[src/rtl/mem_port_arbiter_pkg.sv]
// Shared types and constants for the three-requester memory port arbiter.
package mem_arb_pkg;

  typedef enum logic [1:0] {
    ARB_NORMAL = 2'd0,
    ARB_DRAIN  = 2'd1,
    ARB_LOCKED = 2'd2
  } arb_state_e;

  localparam int REQ_OCD   = 0;
  localparam int REQ_DATA  = 1;
  localparam int REQ_FETCH = 2;
  localparam int NUM_REQ   = 3;
  localparam int BANK_DW   = 16;

endpackage

[src/rtl/mem_port_arbiter_if.sv]
// Requester and dual-bank memory signals for mem_port_arbiter; slave is the arbiter side.
interface mem_port_arbiter_if #(
  parameter int ADDR_WIDTH = 12
);
  import mem_arb_pkg::*;

  logic                  ocd_lock;
  logic                  ocd_locked;
  logic                  ocd_req;
  logic                  data_req;
  logic                  fetch_req;
  logic [3:0]            ocd_we;
  logic [3:0]            data_we;
  logic [ADDR_WIDTH-1:0] ocd_addr;
  logic [ADDR_WIDTH-1:0] data_addr;
  logic [ADDR_WIDTH-1:0] fetch_addr;
  logic [31:0]           ocd_wdata;
  logic [31:0]           data_wdata;
  logic                  ocd_ack;
  logic                  data_ack;
  logic                  fetch_ack;
  logic                  ocd_rvalid;
  logic                  data_rvalid;
  logic                  fetch_rvalid;
  logic [31:0]           rdata;
  logic [ADDR_WIDTH-1:0] mem_addr;
  logic [BANK_DW-1:0]    mem_din_high;
  logic [BANK_DW-1:0]    mem_din_low;
  logic [1:0]            mem_we_high;
  logic [1:0]            mem_we_low;
  logic [BANK_DW-1:0]    mem_dout_high;
  logic [BANK_DW-1:0]    mem_dout_low;

  modport slave (
    input  ocd_lock, ocd_req, data_req, fetch_req, ocd_we, data_we,
           ocd_addr, data_addr, fetch_addr, ocd_wdata, data_wdata,
           mem_dout_high, mem_dout_low,
    output ocd_locked, ocd_ack, data_ack, fetch_ack,
           ocd_rvalid, data_rvalid, fetch_rvalid, rdata,
           mem_addr, mem_din_high, mem_din_low, mem_we_high, mem_we_low
  );

  modport master (
    output ocd_lock, ocd_req, data_req, fetch_req, ocd_we, data_we,
           ocd_addr, data_addr, fetch_addr, ocd_wdata, data_wdata,
           mem_dout_high, mem_dout_low,
    input  ocd_locked, ocd_ack, data_ack, fetch_ack,
           ocd_rvalid, data_rvalid, fetch_rvalid, rdata,
           mem_addr, mem_din_high, mem_din_low, mem_we_high, mem_we_low
  );

endinterface

[src/rtl/mem_port_arbiter_prio_sel.sv]
// One-hot priority select: ocd > data > fetch, with fetch lifted above data when promoted.
module mem_arb_prio_sel
  import mem_arb_pkg::*;
(
  input  logic [NUM_REQ-1:0] i_req,
  input  logic               i_promote_fetch,
  output logic [NUM_REQ-1:0] o_grant
);

  always_comb begin
    o_grant = '0;
    if (i_req[REQ_OCD]) begin
      o_grant[REQ_OCD] = 1'b1;
    end else if (i_promote_fetch && i_req[REQ_FETCH]) begin
      o_grant[REQ_FETCH] = 1'b1;
    end else if (i_req[REQ_DATA]) begin
      o_grant[REQ_DATA] = 1'b1;
    end else if (i_req[REQ_FETCH]) begin
      o_grant[REQ_FETCH] = 1'b1;
    end
  end

endmodule

[src/rtl/mem_port_arbiter.sv]
// Single-port memory arbiter for OCD/loader, data and fetch over two 16-bit banks.
// Optional fetch starvation guard enabled by defining MEM_ARB_STARVE_GUARD_EN.
module mem_port_arbiter
  import mem_arb_pkg::*;
#(
  parameter int ADDR_WIDTH   = 12,
  parameter int STARVE_LIMIT = 4
) (
  input  logic               clk,
  input  logic               reset_n,
  mem_port_arbiter_if.slave  bus
);

  if (STARVE_LIMIT < 1) begin : g_bad_limit
    $error("STARVE_LIMIT must be at least 1");
  end

  arb_state_e              r_state;
  arb_state_e              w_state_nxt;
  logic                    r_locked;
  logic [NUM_REQ-1:0]      r_rvalid_p1;
  logic [ADDR_WIDTH-1:0]   r_addr_last;
  logic [NUM_REQ-1:0]      w_req;
  logic [NUM_REQ-1:0]      w_req_elig;
  logic [NUM_REQ-1:0]      w_grant;
  logic                    w_promote;
  logic [ADDR_WIDTH-1:0]   w_addr;
  logic [31:0]             w_wdata;
  logic [3:0]              w_we;
  logic                    w_rd;

  assign w_req = {bus.fetch_req, bus.data_req, bus.ocd_req};

  // Next state and which requesters may compete this cycle
  always_comb begin
    w_state_nxt = r_state;
    w_req_elig  = '0;
    case (r_state)
      ARB_NORMAL: begin
        w_req_elig = w_req;
        if (bus.ocd_lock) w_state_nxt = ARB_DRAIN;
      end
      ARB_DRAIN: begin
        w_state_nxt = ARB_LOCKED;
      end
      ARB_LOCKED: begin
        w_req_elig[REQ_OCD] = w_req[REQ_OCD];
        if (!bus.ocd_lock) w_state_nxt = ARB_NORMAL;
      end
      default: begin
        w_state_nxt = ARB_NORMAL;
      end
    endcase
    if (!reset_n) w_req_elig = '0;
  end

  mem_arb_prio_sel u_prio_sel (
    .i_req           (w_req_elig),
    .i_promote_fetch (w_promote),
    .o_grant         (w_grant)
  );

  // Winner's address/data/enables; idle cycles hold the last address
  always_comb begin
    w_addr  = r_addr_last;
    w_wdata = '0;
    w_we    = '0;
    if (w_grant[REQ_OCD]) begin
      w_addr  = bus.ocd_addr;
      w_wdata = bus.ocd_wdata;
      w_we    = bus.ocd_we;
    end else if (w_grant[REQ_DATA]) begin
      w_addr  = bus.data_addr;
      w_wdata = bus.data_wdata;
      w_we    = bus.data_we;
    end else if (w_grant[REQ_FETCH]) begin
      w_addr  = bus.fetch_addr;
    end
  end

  assign w_rd = (w_we == 4'b0000);

  assign bus.ocd_ack      = w_grant[REQ_OCD];
  assign bus.data_ack     = w_grant[REQ_DATA];
  assign bus.fetch_ack    = w_grant[REQ_FETCH];
  assign bus.mem_addr     = w_addr;
  assign bus.mem_din_high = w_wdata[31:16];
  assign bus.mem_din_low  = w_wdata[15:0];
  assign bus.mem_we_high  = w_we[3:2];
  assign bus.mem_we_low   = w_we[1:0];

  // p1: grant stage to read-return stage, aligned with the banks' registered output
  always_ff @(posedge clk) begin
    if (!reset_n) begin
      r_state     <= ARB_NORMAL;
      r_locked    <= 1'b0;
      r_rvalid_p1 <= '0;
    end else begin
      r_state     <= w_state_nxt;
      r_locked    <= (w_state_nxt == ARB_LOCKED);
      r_rvalid_p1 <= w_grant & {NUM_REQ{w_rd}};
    end
  end

  always_ff @(posedge clk) begin
    r_addr_last <= w_addr;
  end

  assign bus.ocd_locked   = r_locked;
  assign bus.ocd_rvalid   = r_rvalid_p1[REQ_OCD];
  assign bus.data_rvalid  = r_rvalid_p1[REQ_DATA];
  assign bus.fetch_rvalid = r_rvalid_p1[REQ_FETCH];
  assign bus.rdata        = {bus.mem_dout_high, bus.mem_dout_low};

`ifdef MEM_ARB_STARVE_GUARD_EN
  localparam int CNT_W = $clog2(STARVE_LIMIT + 1);

  logic [CNT_W-1:0] r_starve_cnt;

  // Counts denied fetch cycles in NORMAL only; frozen while the loader owns the port
  always_ff @(posedge clk) begin
    if (!reset_n) begin
      r_starve_cnt <= '0;
    end else if (r_state == ARB_NORMAL) begin
      if (!bus.fetch_req || w_grant[REQ_FETCH]) begin
        r_starve_cnt <= '0;
      end else if (r_starve_cnt != CNT_W'(STARVE_LIMIT)) begin
        r_starve_cnt <= r_starve_cnt + 1'b1;
      end
    end
  end

  assign w_promote = (r_starve_cnt == CNT_W'(STARVE_LIMIT));
`else
  assign w_promote = 1'b0;
`endif

endmodule

[src/flat_wrapper.sv]
// flat-port wrapper written by rule: the top's interface ports become plain ports
module mem_port_arbiter_flat import mem_arb_pkg::*;
#(
  parameter int ADDR_WIDTH   = 12,
  parameter int STARVE_LIMIT = 4
)
  (clk, reset_n, bus_ocd_lock, bus_ocd_req, bus_data_req, bus_fetch_req, bus_ocd_we, bus_data_we, bus_ocd_addr, bus_data_addr, bus_fetch_addr, bus_ocd_wdata, bus_data_wdata, bus_mem_dout_high, bus_mem_dout_low, bus_ocd_locked, bus_ocd_ack, bus_data_ack, bus_fetch_ack, bus_ocd_rvalid, bus_data_rvalid, bus_fetch_rvalid, bus_rdata, bus_mem_addr, bus_mem_din_high, bus_mem_din_low, bus_mem_we_high, bus_mem_we_low);
  mem_port_arbiter_if #(.ADDR_WIDTH(ADDR_WIDTH)) bus_i ();
  input  logic clk;
  input  logic reset_n;
  input wire logic [$bits(bus_i.ocd_lock)-1:0] bus_ocd_lock;
  input wire logic [$bits(bus_i.ocd_req)-1:0] bus_ocd_req;
  input wire logic [$bits(bus_i.data_req)-1:0] bus_data_req;
  input wire logic [$bits(bus_i.fetch_req)-1:0] bus_fetch_req;
  input wire logic [$bits(bus_i.ocd_we)-1:0] bus_ocd_we;
  input wire logic [$bits(bus_i.data_we)-1:0] bus_data_we;
  input wire logic [$bits(bus_i.ocd_addr)-1:0] bus_ocd_addr;
  input wire logic [$bits(bus_i.data_addr)-1:0] bus_data_addr;
  input wire logic [$bits(bus_i.fetch_addr)-1:0] bus_fetch_addr;
  input wire logic [$bits(bus_i.ocd_wdata)-1:0] bus_ocd_wdata;
  input wire logic [$bits(bus_i.data_wdata)-1:0] bus_data_wdata;
  input wire logic [$bits(bus_i.mem_dout_high)-1:0] bus_mem_dout_high;
  input wire logic [$bits(bus_i.mem_dout_low)-1:0] bus_mem_dout_low;
  output wire logic [$bits(bus_i.ocd_locked)-1:0] bus_ocd_locked;
  output wire logic [$bits(bus_i.ocd_ack)-1:0] bus_ocd_ack;
  output wire logic [$bits(bus_i.data_ack)-1:0] bus_data_ack;
  output wire logic [$bits(bus_i.fetch_ack)-1:0] bus_fetch_ack;
  output wire logic [$bits(bus_i.ocd_rvalid)-1:0] bus_ocd_rvalid;
  output wire logic [$bits(bus_i.data_rvalid)-1:0] bus_data_rvalid;
  output wire logic [$bits(bus_i.fetch_rvalid)-1:0] bus_fetch_rvalid;
  output wire logic [$bits(bus_i.rdata)-1:0] bus_rdata;
  output wire logic [$bits(bus_i.mem_addr)-1:0] bus_mem_addr;
  output wire logic [$bits(bus_i.mem_din_high)-1:0] bus_mem_din_high;
  output wire logic [$bits(bus_i.mem_din_low)-1:0] bus_mem_din_low;
  output wire logic [$bits(bus_i.mem_we_high)-1:0] bus_mem_we_high;
  output wire logic [$bits(bus_i.mem_we_low)-1:0] bus_mem_we_low;
  assign bus_i.ocd_lock = bus_ocd_lock;
  assign bus_i.ocd_req = bus_ocd_req;
  assign bus_i.data_req = bus_data_req;
  assign bus_i.fetch_req = bus_fetch_req;
  assign bus_i.ocd_we = bus_ocd_we;
  assign bus_i.data_we = bus_data_we;
  assign bus_i.ocd_addr = bus_ocd_addr;
  assign bus_i.data_addr = bus_data_addr;
  assign bus_i.fetch_addr = bus_fetch_addr;
  assign bus_i.ocd_wdata = bus_ocd_wdata;
  assign bus_i.data_wdata = bus_data_wdata;
  assign bus_i.mem_dout_high = bus_mem_dout_high;
  assign bus_i.mem_dout_low = bus_mem_dout_low;
  assign bus_ocd_locked = bus_i.ocd_locked;
  assign bus_ocd_ack = bus_i.ocd_ack;
  assign bus_data_ack = bus_i.data_ack;
  assign bus_fetch_ack = bus_i.fetch_ack;
  assign bus_ocd_rvalid = bus_i.ocd_rvalid;
  assign bus_data_rvalid = bus_i.data_rvalid;
  assign bus_fetch_rvalid = bus_i.fetch_rvalid;
  assign bus_rdata = bus_i.rdata;
  assign bus_mem_addr = bus_i.mem_addr;
  assign bus_mem_din_high = bus_i.mem_din_high;
  assign bus_mem_din_low = bus_i.mem_din_low;
  assign bus_mem_we_high = bus_i.mem_we_high;
  assign bus_mem_we_low = bus_i.mem_we_low;
  mem_port_arbiter #(.ADDR_WIDTH(ADDR_WIDTH), .STARVE_LIMIT(STARVE_LIMIT)) u_core (.clk(clk), .reset_n(reset_n), .bus(bus_i));
endmodule
[config.mk]
export PLATFORM = sky130hd
export DESIGN_NAME = mem_port_arbiter_flat
export DESIGN_NICKNAME = d
export VERILOG_FILES = /design/src/rtl/mem_port_arbiter_pkg.sv /design/src/rtl/mem_port_arbiter_if.sv /design/src/rtl/mem_port_arbiter_prio_sel.sv /design/src/rtl/mem_port_arbiter.sv /design/src/flat_wrapper.sv
export SDC_FILE = /design/constraint.sdc
export NUM_CORES = 1
export LEC_CHECK = 0
export ABC_AREA = 1
export CAP_MARGIN = 25
export CORE_AREA = 2 2 90 92
export CTS_BUF_LIST = sky130_fd_sc_hd__clkbuf_4 sky130_fd_sc_hd__clkbuf_8
export DETAILED_ROUTE_END_ITERATION = 8
export DIE_AREA = 0 0 92 94
export DONT_BUFFER_PORTS = 1
export PLACE_DENSITY = 0.46
export SLEW_MARGIN = 20
export SYNTH_ARGS = -nofsm -noshare
export SYNTH_HDL_FRONTEND = slang
export SYNTH_SLANG_ARGS = --single-unit
[constraint.sdc]
create_clock -name clk -period 1.6 [get_ports clk]
set_clock_uncertainty 0.15 [all_clocks]
set_input_delay 0.32 -clock clk [delete_from_list [all_inputs] [get_ports clk]]
set_output_delay 0.32 -clock clk [all_outputs]
set_load 0.02 [all_outputs]
# After elaboration in Yosys (flattened, before gate mapping)
# Index checks and enable logic that the tools add are counted.
[op_classes]
n_eq_ne = 3
muxes = 18
bitwise_logic = 1
reduce_logical = 3
[op_table]
columns = ["cell", "n"]
rows = [
  ["$mux 32", 2],
  ["$mux 12", 3],
  ["$mux 2", 4],
  ["$mux 4", 2],
  ["$pmux 2 s3", 1],
  ["$mux 1", 5],
  ["$eq 2x2->1 const B", 2],
  ["$logic_not 4->1", 1],
  ["$and 3x3->3", 1],
  ["$mux 3", 1],
  ["$eq 2x1->1 const B", 1],
  ["$logic_not 2->1", 1],
  ["$reduce_or 2->1", 1],
]
[word_totals]
register_bits = 18
out_inout_bits = 87
wordCells = 29

# Logic depth before layout (Yosys ltp)
# Gate-level depths: netlist (run 1).
[depth]
depth_word = 11
ltp_mapped = 10
depth_no_buf = 9

# By module
# From an unflattened synthesis (run 1), not the netlist that was laid out.
[unflattened]
hier_cells = 286
area_unflattened_um2 = 1671.6
[by_module_without_submodules]
columns = ["module", "instances", "cells_each", "area_each_um2", "seq_area_each_um2"]
rows = [
  ["mem_port_arbiter", 1, 276, 1630.3, 360.3],
  ["mem_arb_prio_sel", 1, 10, 41.3, 0.0],
]

# Worst setup path before layout (run 1)
# OpenSTA, ideal clock, no wires.
[synth_timing]
kind = "reg-to-output"
from = "register u_core.r_state[1]"
to = "output bus_mem_din_high[10]"
t_arrival_ns = 1.174
required_ns = 1.130
slack_ns = -0.044
stages_incl_launch_ff = 7
path_cell_list = "dfxtp_1 nor2_1 nand4_1 buf_6 inv_4 buf_6 a22o_1"
[synth_between]
elab_chain_cells = 7
word_cells_on_any_way = 11
[synth_lines]
columns = ["element", "line_no", "rtl"]
rows = [
  ["start, declared", "mem_port_arbiter.sv:18", "arb_state_e r_state;"],
  ["start signal, assigned", "mem_port_arbiter.sv:99", "r_state <= w_state_nxt;"],
  ["$eq 2x2->1 / $logic_not 2->1 (equally long branches)", "mem_port_arbiter.sv:38", "case (r_state)"],
  ["$reduce_or 2->1 (no line) / $mux 2 (equally long branches)", "--", ""],
  ["$mux 1 / $mux 3 (equally long branches)", "mem_port_arbiter.sv:38, mem_port_arbiter.sv:54", ""],
  ["$mux 3 (*)", "mem_port_arbiter.sv:54", "if (!reset_n) w_req_elig = '0;"],
  ["$mux 2 (*)", "mem_port_arbiter_prio_sel.sv:12", "if (i_req[REQ_OCD]) begin"],
  ["net bus_data_ack", "flat_wrapper.sv:26", "output wire logic [$bits(bus_i.data_ack)-1:0] bus_data_ack;"],
  ["$mux 32 (*)", "mem_port_arbiter.sv:72", "end else if (w_grant[REQ_DATA]) begin"],
  ["$mux 32 (*)", "mem_port_arbiter.sv:68", "if (w_grant[REQ_OCD]) begin"],
  ["end, declared", "flat_wrapper.sv:33", "output wire logic [$bits(bus_i.mem_din_high)-1:0] bus_mem_din_high;"],
]
# Mark *: on every way through the listed nets, which the timed path passes. The rest lies on a longest branch.

# Worst setup path in the final report (run 1)
[layout_timing]
from = "register u_core.r_state[0]"
to = "output bus_mem_addr[5]"
[layout_between]
elab_chain_cells = 9
word_cells_on_any_way = 14
[layout_lines]
columns = ["element", "line_no", "rtl"]
rows = [
  ["$logic_not 2->1", "mem_port_arbiter.sv:38", ""],
  ["$mux 2", "mem_port_arbiter.sv:38", ""],
  ["$mux 3 (*)", "mem_port_arbiter.sv:54", ""],
  ["$mux 1", "mem_port_arbiter_prio_sel.sv:18", "end else if (i_req[REQ_FETCH]) begin"],
  ["$mux 1", "mem_port_arbiter_prio_sel.sv:16", "end else if (i_req[REQ_DATA]) begin"],
  ["$mux 2", "mem_port_arbiter_prio_sel.sv:12", ""],
  ["$mux 12", "mem_port_arbiter.sv:76", "end else if (w_grant[REQ_FETCH]) begin"],
  ["$mux 12", "mem_port_arbiter.sv:72", ""],
  ["$mux 12 (*)", "mem_port_arbiter.sv:68", ""],
  ["end, declared", "flat_wrapper.sv:32", "output wire logic [$bits(bus_i.mem_addr)-1:0] bus_mem_addr;"],
]
# Every way passes the cells marked *; elsewhere a longest branch is shown, timed or not.

==> metrics, run 1 <==
Final WS setup=-0.3781 ns; CP arrival=1.51 ns; Final min period=1.978 ns; # H-tree levels=1; min-delay worst type=in2reg; Die ar.=8648 um2; post-synth net total=363; DR WL/cell=18.05 um; Startpoint Class=flip-flop; design area=2293 um2; largest net degree at the start of global routing=35; worst-skew pair later-pin latency=0.25 ns; layout cell share with drive strength beyond 1=61.14%; Reg clk slew, reported paths=0.07 ns; met3 wire length=568 um; Core ar.=7607 um2; CTS Sinks=18; Synth top area share=22.05%; Post-synth top flop=dfxtp_1; end of the worst hold path=u_core.r_state[1]; DRC violations left=0; drt via density=4.633; Starting Density=21.48%; Syn Std Cell Area=1634 um2; Non-Filler Instances=313; metal2 WL=2.987 mm; fin. max-slew vios=0; final wirelength=5.649 mm; multi-input logic area=1299 um2; Num CTS Buffers=3; Max clock buf depth=2; antenna viol nets, final=0; Filler cells=813; P_leak=1.091 nW; Worst Path Required=1.13 ns; pre-CTS setup slack=-0.1521 ns; vias in the first global route=1400; routability congestion estimate=0.7488; worst r2r dst=u_core.r_rvalid_p1[0]; CP Class=reg2out; root buffer cell=clkbuf_8; RSZ-0062 raised after global routing=yes; Rel. slew slack=83.05%; FMAX=0.5055 GHz; Tcrit/Tclk final=123.6%; initial antenna violation count=0; asr flop ratio synth=0%; Placed Area=1792 um2; Fin. Hold Viols=0; register area share after synthesis=22.05%; Worst R2R Setup Slack=-0.06 ns; highest routed layer=met4; post-detail-place hpwl=4.667 mm; hold path start=bus_ocd_lock; actual slew at the worst max-slew pin=0.2542 ns; CP Capture Type=output port; Total Nets Final=359; Initial DRC Count=23; worst hold stages=2; Initial DRT Pass Iterations=4; # placed instances=302; Cells after Synth=217; Vias=1450; Overflow after GRT=0; All-Layer GR Usage=12.39%; yosys warns=0; FF/Latch Area=362.8 um2; io pins=233; Crit Reg-Reg Startpoint=u_core.r_state[0]; number of synthesized flops with an enable pin=0; maximum VDD drop=181.2 uV; Netlist cell types=27; site row count=32; run status=finished with violations; CTS tree=done; Met1 Wirelength=2.074 mm; Layout Area Growth over Synthesis=40.35%; cell accounting for the most synthesized area=dfxtp_1; max_cap viols=0; PortBufs=0; global-route wire length before repair=8.293 mm; largest cells by area after synthesis=dfxtp_1 (22%), a22o_1 (17%), buf_4 (17%); violated checks=setup timing; post-synthesis register bit count=18; r2r worst-path depth=11; Post-Syn Area per Cell=7.530 um2; Crit Path Max Fanout=11; DIE HEIGHT=94 um; Power Density=722.4 nW/um2; overall die width=92 um; # setup viols final=58; # diodes=0
## synthesized netlist by cell type (3+ instances only)
cell	count
buf_4	36
dfxtp_1	18
inv_1	7
nand2_1	45
a22o_1	32
nor2_1	5
nand2_4	3
nand3_1	24
buf_6	6
or2_0	4
or2_1	8
nand2_2	9
## what timing repair did
action	4_1_cts	5_1_grt
hold buffers	0	0
buffers inserted	6	1
pin swaps	28	20
cloned	1	0
setup endpoints to repair	59	62
resized for setup	75	21
## flip-flops by register name, indices dropped and copies added (netlist names)
name / count
u_core.r_addr_last: 12
u_core.r_rvalid_p1: 3
u_core.r_state: 2
u_core.bus.ocd_locked: 1
## metal layers
layer | global-route usage (%) | up-vias
li1 | - | 685
met1 | 14.16 | 649
met2 | 23.04 | 114
met3 | 3.291 | 2
met4 | 2.736 | 0
met5 | 0 | -
## power by group
group	switching (mW)	leakage [nW]	internal [mW]
Combinational	0.450	0.918	0.351
Clock	0.142	0.0216	0.167
Sequential	0.0259	0.151	0.521
## critical path, stage by stage, from the launching register on
cell	delay, ns
dfxtp_2	0.33
nor2_2	0.11
nand4_1	0.11
buf_6	0.16
buf_8	0.13
or2_1	0.23
nand3_2	0.09
nand2_4	0.08
## how the worst max path moves through the flow
stage / endpoint / start / slack, ns
2_1_floorplan: bus_mem_din_high[10] / u_core.r_state[1] / -0.04
3_3_place_gp: bus_mem_din_high[2] / u_core.r_state[0] / -0.12
3_5_place_dp: bus_mem_din_high[4] / u_core.r_state[0] / -0.15
4_1_cts: bus_mem_din_high[4] / u_core.r_state[1] / -0.38
5_1_grt: bus_mem_addr[7] / u_core.r_state[0] / -0.48
6_report: bus_mem_addr[5] / u_core.r_state[0] / -0.38
## stage by stage
stage / hold WS [ns] / utilization [%] / total power, mW / setup TNS (ns)
2_1_floorplan: 0.3152 / - / 1.164 / -0.5698
3_3_place_gp: 0.3485 / 23.55 / 1.167 / -4.261
3_5_place_dp: 0.3501 / 23.55 / 1.171 / -6.058
4_1_cts: 0.06665 / 28.88 / 1.662 / -17.12
5_1_grt: 0.08120 / 30.15 / 1.771 / -21.57
6_report: 0.07964 / 30.15 / 1.657 / -16.37
## cell type report
cell class / instances / share of cell area (%)
clock buffers: 3 / 1.800
inverters: 11 / 2.837
multi-input cells: 142 / 56.63
flip-flops and latches: 18 / 15.82
well taps: 102 / 5.565
repair buffers: 37 / 17.35
## kinds of logic (layout without fill, tap and decap cells)
| family | Yosys count | in the layout | synth area share [%] |
|---|---|---|---|
| AOI/OAI and AO/OA | 38 | 38 | 19.83 |
| buffers and inverters | 57 | 51 | 26.34 |
| DFF | 18 | 18 | 22.05 |
| and+or+nand+nor | 104 | 104 | 31.78 |
## placed cells by master, fill, tap and decap left out, types with 2 or more instances in the layout
cell,instances
nor2_1,4
or2_4,2
nand3_1,9
a22o_2,2
dfxtp_1,16
buf_8,2
a21oi_1,2
nand2_1,31
buf_6,18
nand2_4,11
nand3_4,2
or2_0,2
dfxtp_2,2
nand3_2,14
buf_12,3
or2_1,8
inv_1,7
a22o_4,29
buf_4,14
clkbuf_8,3
nor2_2,2
nand2_2,15
(Power assumes the default switching activity.)
==> inputs of run 2 (changes only) <==
CORE_AREA = 2 2 91 93   (was 2 2 90 92)
DIE_AREA = 0 0 93 95   (was 0 0 92 94)
==> metrics, run 2 (synthesis results as in run 1) <==
fin. max-slew vios=0 (unchanged); max FFs per register=12 (unchanged); drt via density=4.751 (was 4.633); layout cell share with drive strength beyond 1=66.82% (was 61.14%); global-route wire length before repair=8.314 mm (was 8.293 mm); FMAX=0.4951 GHz (was 0.5055 GHz); # setup viols final=60 (was 58); Non-Filler Instances=325 (was 313); Placed Area=1826 um2 (was 1792 um2); RSZ-0062 raised after global routing=yes (unchanged); Tcrit/Tclk final=126.2% (was 123.6%); All-Layer GR Usage=12.53% (was 12.39%); P_leak=1.238 nW (was 1.091 nW); CP Class=reg2out (unchanged); # H-tree levels=1 (unchanged); max_cap viols=0 (unchanged); setup TNS=-18.99 ns (was -16.37 ns); Rel. slew slack=85.34% (was 83.05%); routability congestion estimate=0.6739 (was 0.7488); CP Capture Type=output port (unchanged); Reg clk slew, reported paths=0.07 ns (about the same); CTS Sinks=18 (unchanged); vias in the first global route=1375 (was 1400); Pwr Total=1.826 mW (was 1.657 mW); slowest CP cell=dfxtp_2 (unchanged); Die ar.=8835 um2 (was 8648 um2); antenna viol nets, final=0 (unchanged); Startpoint Class=flip-flop (unchanged); Regs by FF count=u_core.r_addr_last: 12 flops, u_core.r_rvalid_p1: 3 flops, u_core.r_state: 2 flops (unchanged); Layout Area Growth over Synthesis=60.49% (was 40.35%); post-detail-place hpwl=4.806 mm (was 4.667 mm); CTS tree=done (unchanged); commonest non-fill, non-tap cell in the layout=a22o_4 (was nand2_1); initial antenna violation count=0 (unchanged); Num CTS Buffers=3 (unchanged); root buffer cell=clkbuf_8 (unchanged); CP arrival=1.55 ns (was 1.51 ns); io pins=233 (unchanged); Max clock buf depth=2 (unchanged); DIE HEIGHT=95 um (was 94 um); DR WL/cell=19.75 um (was 18.05 um); maximum VDD drop=256.4 uV (was 181.2 uV); design area=2623 um2 (was 2293 um2); Overflow after GRT=0 (unchanged); PortBufs=0 (unchanged); Initial DRC Count=49 (was 23); largest net degree at the start of global routing=22 (was 35); Crit Path Max Fanout=4 (was 11); worst-skew pair later-pin latency=0.25 ns (about the same); Worst Path Buf+Inv=2 (unchanged); DRC violations left=0 (unchanged); min-delay worst type=in2reg (unchanged); Power Density=696.4 nW/um2 (was 722.4 nW/um2); final wirelength=6.420 mm (was 5.649 mm); Fin. Hold Viols=0 (unchanged); Slowest Stage Delay on Critical Path=0.33 ns (about the same); overall die width=93 um (was 92 um); most frequent cells in the layout=a22o_4 (32), nand2_1 (22), nand2_2 (19), nand2_4 (16), dfxtp_1 (16) (was nand2_1 (31), a22o_4 (29), buf_6 (18), dfxtp_1 (16), nand2_2 (15)); Starting Density=20.61% (was 21.48%); site row count=33 (was 32); run status=finished with violations (unchanged); Final min period=2.020 ns (was 1.978 ns); Worst Path Required=1.13 ns (about the same); CP Cell Sequence=nor2_2 -> nand4_1 -> buf_6 -> buf_12 -> or2_0 -> nand3_1 -> nand2_2 (was nor2_2 -> nand4_1 -> buf_6 -> buf_8 -> or2_1 -> nand3_2 -> nand2_4); Hold Slack=0.08824 ns (was 0.07964 ns); Total Nets Final=367 (was 359); largest reg by FF count=u_core.r_addr_last (unchanged); Initial DRT Pass Iterations=4 (unchanged); # diodes=0 (unchanged); Core ar.=7928 um2 (was 7607 um2); actual slew at the worst max-slew pin=0.2176 ns (was 0.2542 ns); violated checks=setup timing (unchanged); Largest delay share family, worst path=simple AND/OR/NAND/NOR gates (unchanged); Final WS setup=-0.4198 ns (was -0.3781 ns); Vias=1544 (was 1450); # placed instances=304 (was 302)
==> run 2: what timing repair did <==
action / in CTS / in global routing
endpoints found under the setup margin: 61 / 65
resized for setup: 54 / 55
cloned: 5 / 2
hold endpoints to repair: 0 / 0
hold buffers: 0 / 0
buffers inserted: 4 / 6
pin swaps: 7 / 26
==> run 2: worst paths after layout <==
kind / startpoint / end / depth (start not counted) / slack (ns)
min reg2reg: u_core.r_state[1] / u_core.r_state[0] / 2 / 0.42
max: u_core.r_state[0] / bus_mem_addr[0] / 7 / -0.42
max reg2reg: u_core.r_state[0] / u_core.r_addr_last[10] / 11 / -0.06
min: reset_n / u_core.r_state[0] / 1 / 0.09
==> run 2: power breakdown <==
part	leakage [nW]	switching [mW]	total, mW	internal [mW]
logic	1.06	0.468	0.892	0.423
clock network	0.0288	0.152	0.371	0.218
registers	0.151	0.0421	0.564	0.522
total	1.24	0.663	1.83	1.16
==> run 2: layer usage <==
metal | wire [um] | vias up | GRT usage (%)
li1 | - | 705 | -
met1 | 2192 | 713 | 13.20
met2 | 3488 | 124 | 23.97
met3 | 714 | 2 | 4.230
met4 | 25 | 0 | 2.941
met5 | 0 | - | 0
==> run 2: cell type report <==
cell class,count,area (um2)
clock buffers,4,55.05
fillers,845,5305
inverters,11,87.58
multi-input cells,142,1358
flip-flops and latches,18,362.8
well taps,105,131.4
repair buffers,44,621.8
repair inverters,1,6.256
==> run 2: stage by stage <==
step	setup WS (ns)	utilization (%)
6_report	-0.4198	33.08
5_1_grt	-0.5158	33.08
4_1_cts	-0.4070	29.06
3_5_place_dp	-0.1649	23.03
3_3_place_gp	-0.1616	23.03
2_1_floorplan	-0.04416	-
==> inputs of run 3 (changes only) <==
CAP_MARGIN = 10   (was 25)
GPL_TIMING_DRIVEN = 1   (was default)
==> results of run 3 <==
The final DEF is identical to that of run 2; final timing and power are the same.
